**src/rtl/lsu_pkg.sv**
```systemverilog
// Shared definitions for the load/store unit.
//   F3_*        : RISC-V funct3 width/sign codes used by loads and stores
//   lsu_state_t : load/store unit sequencer states
package lsu_pkg;

    localparam logic [2:0] F3_B  = 3'b000;
    localparam logic [2:0] F3_H  = 3'b001;
    localparam logic [2:0] F3_W  = 3'b010;
    localparam logic [2:0] F3_BU = 3'b100;
    localparam logic [2:0] F3_HU = 3'b101;

    typedef enum logic [2:0] {
        IDLE,
        RD,
        RMW_RD,
        WR,
        DONE,
        ERR
    } lsu_state_t;

endpackage

```
**src/rtl/load_align.sv**
```systemverilog
// Combinational load lane select and sign/zero extension.
//   word   : full 32-bit memory word (little-endian, lane k = word[8k+7:8k])
//   offset : byte offset addr[1:0] within the word
//   funct3 : load width/sign code
//   result : extended load value
module load_align
    import lsu_pkg::*;
(
    input  logic [31:0] word,
    input  logic [1:0]  offset,
    input  logic [2:0]  funct3,
    output logic [31:0] result
);

    logic [7:0]  lane_b;
    logic [15:0] lane_h;

    always_comb begin
        lane_b = word[7:0];
        case (offset)
            2'd0: lane_b = word[7:0];
            2'd1: lane_b = word[15:8];
            2'd2: lane_b = word[23:16];
            2'd3: lane_b = word[31:24];
            default: lane_b = word[7:0];
        endcase
        lane_h = offset[1] ? word[31:16] : word[15:0];

        result = word;
        case (funct3)
            F3_B:    result = {{24{lane_b[7]}}, lane_b};
            F3_BU:   result = {24'd0, lane_b};
            F3_H:    result = {{16{lane_h[15]}}, lane_h};
            F3_HU:   result = {16'd0, lane_h};
            default: result = word;
        endcase
    end

endmodule

```
**src/rtl/load_store_unit.sv**
```systemverilog
// Load/store unit between the multicycle core and a word-write memory.
//   clk, reset              : clock, asynchronous active-high reset
//   start/isStore/funct3/addr/storeData : request (sampled in IDLE only)
//   busy, done              : not-idle flag, one-cycle completion pulse
//   misaligned, outOfRange  : error flags, valid with done
//   loadData                : extended load result, held until next load
//   memAddr/memWriteData/memRead/memWrite/memData : memory interface
// Sub-word stores are performed as read-modify-write of the whole word.
module load_store_unit
    import lsu_pkg::*;
#(
    parameter int unsigned MEM_BYTES = 256
)
(
    input  logic        clk,
    input  logic        reset,
    input  logic        start,
    input  logic        isStore,
    input  logic [2:0]  funct3,
    input  logic [31:0] addr,
    input  logic [31:0] storeData,
    output logic        busy,
    output logic        done,
    output logic        misaligned,
    output logic        outOfRange,
    output logic [31:0] loadData,
    output logic [31:0] memAddr,
    output logic [31:0] memWriteData,
    output logic        memRead,
    output logic        memWrite,
    input  logic [31:0] memData
);

    lsu_state_t  state, next_state;

    logic        st_q;
    logic [2:0]  f3_q;
    logic [31:0] addr_q;
    logic [31:0] sdata_q;
    logic [31:0] merge_q;
    logic [31:0] ld_q;
    logic        mis_q;
    logic        oor_q;

    logic        f3_ok;
    logic        align_ok;
    logic        is_mis;
    logic        is_oor;
    logic [31:0] merged;
    logic [31:0] aligned_data;

    // Legality of the incoming request, evaluated on the start cycle.
    always_comb begin
        if (isStore)
            f3_ok = (funct3 == F3_B) || (funct3 == F3_H) || (funct3 == F3_W);
        else
            f3_ok = (funct3 == F3_B) || (funct3 == F3_H) || (funct3 == F3_W) ||
                    (funct3 == F3_BU) || (funct3 == F3_HU);

        case (funct3)
            F3_H, F3_HU: align_ok = ~addr[0];
            F3_W:        align_ok = (addr[1:0] == 2'b00);
            default:     align_ok = 1'b1;
        endcase

        is_mis = ~f3_ok | ~align_ok;
        // 33-bit sum so addresses near 2^32 cannot wrap into range.
        is_oor = ({1'b0, addr[31:2], 2'b00} + 33'd3) >= 33'(MEM_BYTES);
    end

    // Store bytes merged into the word just read (sb/sh only).
    always_comb begin
        merged = memData;
        if (f3_q == F3_B) begin
            case (addr_q[1:0])
                2'd0: merged[7:0]   = sdata_q[7:0];
                2'd1: merged[15:8]  = sdata_q[7:0];
                2'd2: merged[23:16] = sdata_q[7:0];
                2'd3: merged[31:24] = sdata_q[7:0];
                default: merged = memData;
            endcase
        end else if (addr_q[1]) begin
            merged[31:16] = sdata_q[15:0];
        end else begin
            merged[15:0] = sdata_q[15:0];
        end
    end

    load_align u_align (
        .word   (memData),
        .offset (addr_q[1:0]),
        .funct3 (f3_q),
        .result (aligned_data)
    );

    always_ff @(posedge clk or posedge reset) begin
        if (reset) state <= IDLE;
        else       state <= next_state;
    end

    always_comb begin
        next_state   = state;
        busy         = (state != IDLE);
        done         = 1'b0;
        misaligned   = 1'b0;
        outOfRange   = 1'b0;
        memAddr      = '0;
        memWriteData = '0;
        memRead      = 1'b0;
        memWrite     = 1'b0;
        case (state)
            IDLE: begin
                if (start) begin
                    if (is_mis || is_oor)   next_state = ERR;
                    else if (!isStore)      next_state = RD;
                    else if (funct3 == F3_W) next_state = WR;
                    else                    next_state = RMW_RD;
                end
            end
            RD: begin
                memAddr    = {addr_q[31:2], 2'b00};
                memRead    = 1'b1;
                next_state = DONE;
            end
            RMW_RD: begin
                memAddr    = {addr_q[31:2], 2'b00};
                memRead    = 1'b1;
                next_state = WR;
            end
            WR: begin
                memAddr      = {addr_q[31:2], 2'b00};
                memWrite     = 1'b1;
                memWriteData = (f3_q == F3_W) ? sdata_q : merge_q;
                next_state   = DONE;
            end
            DONE: begin
                done       = 1'b1;
                next_state = IDLE;
            end
            ERR: begin
                done       = 1'b1;
                misaligned = mis_q;
                outOfRange = oor_q;
                next_state = IDLE;
            end
            default: next_state = IDLE;
        endcase
    end

    always_ff @(posedge clk or posedge reset) begin
        if (reset) begin
            st_q    <= 1'b0;
            f3_q    <= '0;
            addr_q  <= '0;
            sdata_q <= '0;
            merge_q <= '0;
            ld_q    <= '0;
            mis_q   <= 1'b0;
            oor_q   <= 1'b0;
        end else begin
            case (state)
                IDLE: begin
                    if (start) begin
                        st_q    <= isStore;
                        f3_q    <= funct3;
                        addr_q  <= addr;
                        sdata_q <= storeData;
                        mis_q   <= is_mis;
                        oor_q   <= is_oor & ~is_mis;
                    end
                end
                RD:      ld_q    <= aligned_data;
                RMW_RD:  merge_q <= merged;
                default: ;
            endcase
        end
    end

    assign loadData = ld_q;

endmodule

```
**config.mk**
```make
export PLATFORM = sky130hd
export DESIGN_NAME = load_store_unit
export DESIGN_NICKNAME = d
export VERILOG_FILES = /design/src/rtl/lsu_pkg.sv /design/src/rtl/load_align.sv /design/src/rtl/load_store_unit.sv
export SDC_FILE = /design/constraint.sdc
export NUM_CORES = 1
export LEC_CHECK = 0
export CAP_MARGIN = 20
export CELL_PAD_IN_SITES_DETAIL_PLACEMENT = 1
export CELL_PAD_IN_SITES_GLOBAL_PLACEMENT = 2
export CORE_MARGIN = 1
export CORE_UTILIZATION = 30
export CTS_CLUSTER_SIZE = 16
export DETAILED_ROUTE_END_ITERATION = 10
export MAX_ROUTING_LAYER = met4
export PLACE_DENSITY = 0.89
export SLEW_MARGIN = 15
export SYNTH_ARGS = -nofsm -noshare
export SYNTH_HDL_FRONTEND = slang
export SYNTH_HIERARCHICAL = 1
export SYNTH_SLANG_ARGS = --single-unit
```
**constraint.sdc**
```tcl
create_clock -name clk -period 13.3 [get_ports clk]
set_input_delay 2.66 -clock clk [delete_from_list [all_inputs] [get_ports clk]]
set_output_delay 2.66 -clock clk [all_outputs]
set_load 0.1 [all_outputs]
```
==> results.json, run 1 <==
{
  "numCtsBuffers": 17,
  "regArea_sq_um": 3400,
  "coreArea_sq_um": 22600,
  "fmax_mhz": 165,
  "grt-ovfl-total": 0,
  "slew_headroom_pct": 31.2,
  "grt_pass1_wl_um": 39000,
  "clock_skew_ns": 0.00665,
  "ir_worst_vdd_uv": 146,
  "outcome": "completed",
  "hold_class": "reg -> reg",
  "power.density_nw_per_um2": 252,
  "clockPowerShare_pct": 19.2,
  "num_vias": 6485,
  "clk_path_buf_depth": 2,
  "wl_um": 24800,
  "drive_gt1_share_pct": 8.74,
  "portBuffers": 202,
  "pwr-share-comb_pct": 52.6,
  "drcViolationCount": 0,
  "whs_ns": 0.468,
  "syn_inst": 816,
  "post_cts_buffers": 0,
  "final_common_cell": "nand2_1",
  "crit_arrival_ns": 3.38,
  "drv_slew": 0,
  "switching_power_uw": 1240,
  "setup_violations": 0,
  "ys_types": 41,
  "p_int_uw": 1230,
  "cts.sinks": 136,
  "post_cts_resized": 0,
  "crit_type": "reg -> out",
  "async_reset_ff_share_pct": 100,
  "grt_start_max_net_pins": 73,
  "finalPower_uw": 2460,
  "p_seq_share_pct": 28.2,
  "firstDrtPassIters": 5,
  "grt_pass1_vias": 6664,
  "gp_congestion": 0.812,
  "fin_crit_sh_pct": 45.4,
  "area_growth_pct": 40.9,
  "netlist_area_sq_um": 6940,
  "cts_tree": "done",
  "place_area_sq_um": 9190,
  "antenna_found_initial": 0,
  "clock_latency_ns": 0.42,
  "cp_max_fo": 32,
  "die_y_um": 154,
  "drtIter0Drc": 392,
  "crit_required_ns": 10.64,
  "p_leak_uw": 0.00466,
  "multi_input_area_sq_um": 3230,
  "cts_hold_buf": 0,
  "maxCapViolCount": 0,
  "io_pins": 205,
  "wl_per_cell_um": 19.2,
  "finalCriticalPeriod_ns": 6.04,
  "ys_seq_elements": 136,
  "stdcell_area_sq_um": 9780,
  "finalHoldViolCount": 0,
  "cts_root_buf": "clkbuf_16",
  "clk_pin_slew_worst_paths_ns": 0.06,
  "rows": 55,
  "synth-edff-count": 0,
  "worst_setup_path_start_kind": "flop",
  "die_x_um": 154,
  "fin_setup_tns_ns": 0,
  "synth_ff_type": "dfrtp_1",
  "antennaDiodeCount": 0,
  "syn_avg_cell_area_sq_um": 8.51,
  "dieArea_sq_um": 23800,
  "fillers": 2609,
  "ys_warn_count": 6,
  "nets": 1097,
  "grt_usage_pct": 22.3,
  "final_cell_mix": "nand2_1 (321), clkdlybuf4s50_1 (202), dfrtp_1 (136), a21oi_1 (38)",
  "cts_max_level": 4,
  "initial_core_util_pct": 30.7,
  "ant_nets": 0,
  "cp-end-kind": "output port",
  "place_hpwl_um": 17800,
  "vias_per_cell": 5.02,
  "stdcell_count": 1292,
  "synth-seq-area-share_pct": 49.0,
  "rsz0062_at_grt": "false",
  "max_slew.worst_pin.slew_ns": 1.03,
  "netSwitchingFraction_pct": 50.3,
  "placedCellCount": 1259
}
power by group through the flow:
stage | logic [uW] | clock network [uW] | registers [uW]
6_report | 1300 | 473 | 694
5_1_grt | 1380 | 502 | 717
4_1_cts | 1300 | 485 | 695
3_5_place_dp | 1300 | 0 | 699
3_3_place_gp | 1280 | 0 | 693
2_1_floorplan | 675 | 0 | 979
logic make-up after synthesis:
family          after synthesis  share of synthesized area (%)
simple gates                421                           25.5
flops                       136                           49.0
compound gates              132                           12.8
buf+inv                      76                           4.63
mux                          50                           7.97
other cells                   1                         0.0540
area by class of cell:
class	count	share of cell area, %
flip-flops and latches	136	34.8
multi-input cells	605	33.0
repair buffers	212	21.7
clock buffers	18	4.39
well taps	285	3.64
clock inverters	14	1.55
inverters	22	0.946
stage by stage:
step	utilization (%)	worst slack (ns)
2_1_floorplan	-	7.00
3_3_place_gp	40.5	7.43
3_5_place_dp	40.6	7.30
4_1_cts	43.2	6.82
5_1_grt	43.2	7.01
6_report	43.2	7.26
synthesized netlist by cell type (3+ instances only):
cell type | count | area, sq um
a21o_1 | 17 | 128
a21oi_1 | 38 | 190
a221o_1 | 8 | 80.1
a221oi_1 | 17 | 149
a22oi_1 | 7 | 52.6
and2_1 | 33 | 206
and3_1 | 3 | 18.8
buf_1 | 3 | 11.3
buf_2 | 7 | 35.0
clkbuf_1 | 40 | 150
dfrtp_1 | 136 | 3400
inv_1 | 21 | 78.8
mux2_2 | 32 | 360
mux2i_1 | 17 | 170
nand2_1 | 323 | 1210
nand2b_1 | 8 | 50.1
nand3b_1 | 9 | 67.6
nor2_1 | 29 | 109
nor2b_1 | 4 | 25.0
nor4_1 | 6 | 37.5
o21ai_0 | 20 | 100
o21ai_1 | 14 | 70.1
worst max-delay path: stages (launching register included):
cell and delay, ns:
dfrtp_1 0.77, nor2_1 0.16, nand2_2 0.53, nand2_1 0.12
a21oi_1 0.21, clkdlybuf4s50_1 1.16
sequential cells by signal, summed over array words and instances, names as in the netlist:
register  cells
oor_q         1
sdata_q      32
mis_q         1
f3_q          3
loadData     32
state         3
merge_q      32
addr_q       32
final timing paths:
check / from / endpoint / slack, ns / depth (start not counted)
setup / recovery: f3_q[0] / memWriteData[23] / 7.26 / 5
hold / removal: addr_q[10] / addr_q[10] / 0.47 / 2
setup reg to reg: addr_q[1] / loadData[15] / 10.67 / 4
hold reg to reg: addr_q[10] / addr_q[10] / 0.47 / 2
max in group asynchronous: reset / merge_q[6] / 9.22 / 3
min in group asynchronous: reset / addr_q[18] / 2.72 / 2
per-layer routing:
layer	global-route usage [%]	part of all wire, %	vias to the layer above
met5	-	0	-
met4	6.29	1.7	0
met3	3.86	4.2	29
met2	33.7	46	171
met1	30.7	48	3228
li1	-	-	3057
(Power assumes the default switching activity.)
==> run 2, diff against run 1 <==
Settings changed: CORE_UTILIZATION 30 to 27, PLACE_DENSITY 0.89 to 0.81.
Clock period 13.3 ns to 6.15 ns, I/O delays scaled along.
==> results.json, run 2 (synthesis results as in run 1) <==
{
  "finalCriticalPeriod_ns": 4.62,
  "portBuffers": 202,
  "worstRegToRegCells": 4,
  "outcome": "completed",
  "fin_crit_sh_pct": 75.1,
  "cts_hold_buf": 0,
  "maxCapViolCount": 0,
  "fmax_mhz": 216,
  "rsz0062_at_grt": "false",
  "finalHoldViolCount": 0,
  "crit_path_cell_trace": "nor2_1, and2_1, buf_4, nand2_1, a21oi_1, clkdlybuf4s50_1",
  "setup_violations": 0,
  "crit_arrival_ns": 3.39,
  "r2r-end": "loadData[8]",
  "clock_latency_ns": 0.43,
  "post_cts_resized": 0,
  "regArea_sq_um": 3400,
  "die_x_um": 162,
  "multi_input_area_sq_um": 3230,
  "r2r_start": "addr_q[1]",
  "drcViolationCount": 0,
  "grt_pass1_vias": 6659,
  "crit_required_ns": 4.92,
  "clk_pin_slew_worst_paths_ns": 0.06,
  "numCtsBuffers": 17,
  "num_vias": 6391,
  "cp-end-kind": "output port",
  "initial_core_util_pct": 27.6,
  "max_slew.worst_pin.slew_ns": 1.03,
  "grt_usage_pct": 20.0,
  "place_hpwl_um": 17900,
  "rows": 58,
  "p_leak_uw": 0.00473,
  "cp-endpoint": "memWriteData[18]",
  "clock_skew_ns": 0.0126,
  "slowest_stage": "clkdlybuf4s50_1",
  "final_common_cell": "nand2_1",
  "drv_slew": 0,
  "cts_root_buf": "clkbuf_16",
  "cts_max_level": 4,
  "vias_per_cell": 4.77,
  "hold_class": "reg -> reg",
  "cts_tree": "done",
  "cp_max_fo": 23,
  "crit_type": "reg -> out",
  "startpoint": "f3_q[0]",
  "r2r_slack_ns": 3.56,
  "post_cts_buffers": 0,
  "grt_start_max_net_pins": 91,
  "drtIter0Drc": 369,
  "dieArea_sq_um": 26400,
  "stdcell_area_sq_um": 9830,
  "ant_nets": 0,
  "grt_pass1_wl_um": 38800,
  "grt-ovfl-total": 0,
  "slew_headroom_pct": 31.0,
  "coreArea_sq_um": 25200,
  "drive_gt1_share_pct": 11.1,
  "antenna_found_initial": 1,
  "die_y_um": 162,
  "wl_um": 24800,
  "cpPeakStageDelay_ns": 1.15,
  "firstDrtPassIters": 5,
  "io_pins": 205,
  "ir_worst_vdd_uv": 412,
  "fillers": 2949,
  "fin_setup_tns_ns": 0,
  "worst_setup_path_start_kind": "flop",
  "place_area_sq_um": 9200,
  "nets": 1098,
  "wl_per_cell_um": 18.5,
  "cts.sinks": 136,
  "gp_congestion": 0.802,
  "final_cell_mix": "nand2_1 (322), clkdlybuf4s50_1 (179), dfrtp_1 (136), a21oi_1 (38)",
  "power.density_nw_per_um2": 549,
  "area_growth_pct": 41.5,
  "clk_path_buf_depth": 2,
  "worstHoldPathCells": 2
}
==> run 2: per-stage QoR <==
| step | hold WS [ns] | cells | setup slack, ns | power, uW | utilization (%) |
|---|---|---|---|---|---|
| CTS | 0.471 | 1337 | 1.48 | 5450 | 39.0 |
| global placement | 0.450 | 1304 | 1.93 | 4300 | 36.4 |
| global route | 0.487 | 1339 | 1.31 | 5710 | 39.0 |
| finish | 0.464 | 1339 | 1.53 | 5400 | 39.0 |
| floorplan | 0.437 | 817 | 1.28 | 3580 | - |
| detailed placement | 0.455 | 1305 | 1.95 | 4340 | 36.5 |
==> run 2: area by class of cell <==
type,instances,area share (%)
diodes,1,0.0255
clock buffers,17,4.33
clock inverters,15,1.95
inverters,22,0.942
multi-input cells,605,32.8
flip-flops and latches,136,34.6
well taps,330,4.20
repair buffers,213,21.1
==> run 2: worst min-delay path by stage <==
stage | start | endpoint | slack (ns)
final | addr_q[6] | addr_q[6] | 0.46
after global routing | addr_q[23] | addr_q[23] | 0.49
after CTS | addr_q[6] | addr_q[6] | 0.47
after detailed placement | addr_q[31] | addr_q[31] | 0.45
after global placement | addr_q[3] | addr_q[3] | 0.45
after floorplan | addr_q[10] | addr_q[10] | 0.44
==> run 2: routing by layer <==
layer  part of all wire [%]  vias up  global-route usage [%]
li1                       -     3057                       -
met2                     47      155                    30.3
met3                    5.0       21                    4.38
met5                      0        -                       -
met1                     47     3158                    27.1
met4                    1.4        0                    4.93
==> run 2: report_power, final <==
group | internal (uW) | switching [uW] | total, uW
combinational | 835 | 1970 | 2810
sequential | 1220 | 293 | 1510
clock | 646 | 435 | 1080
==> run 2: critical path, delay by kind of cell, from the launching register on <==
kind	cells	cell delay (ns)
buffers and inverters	2	1.51
and+or+nand+nor	3	0.70
DFF	1	0.62
AOI/OAI and AO/OA	1	0.13
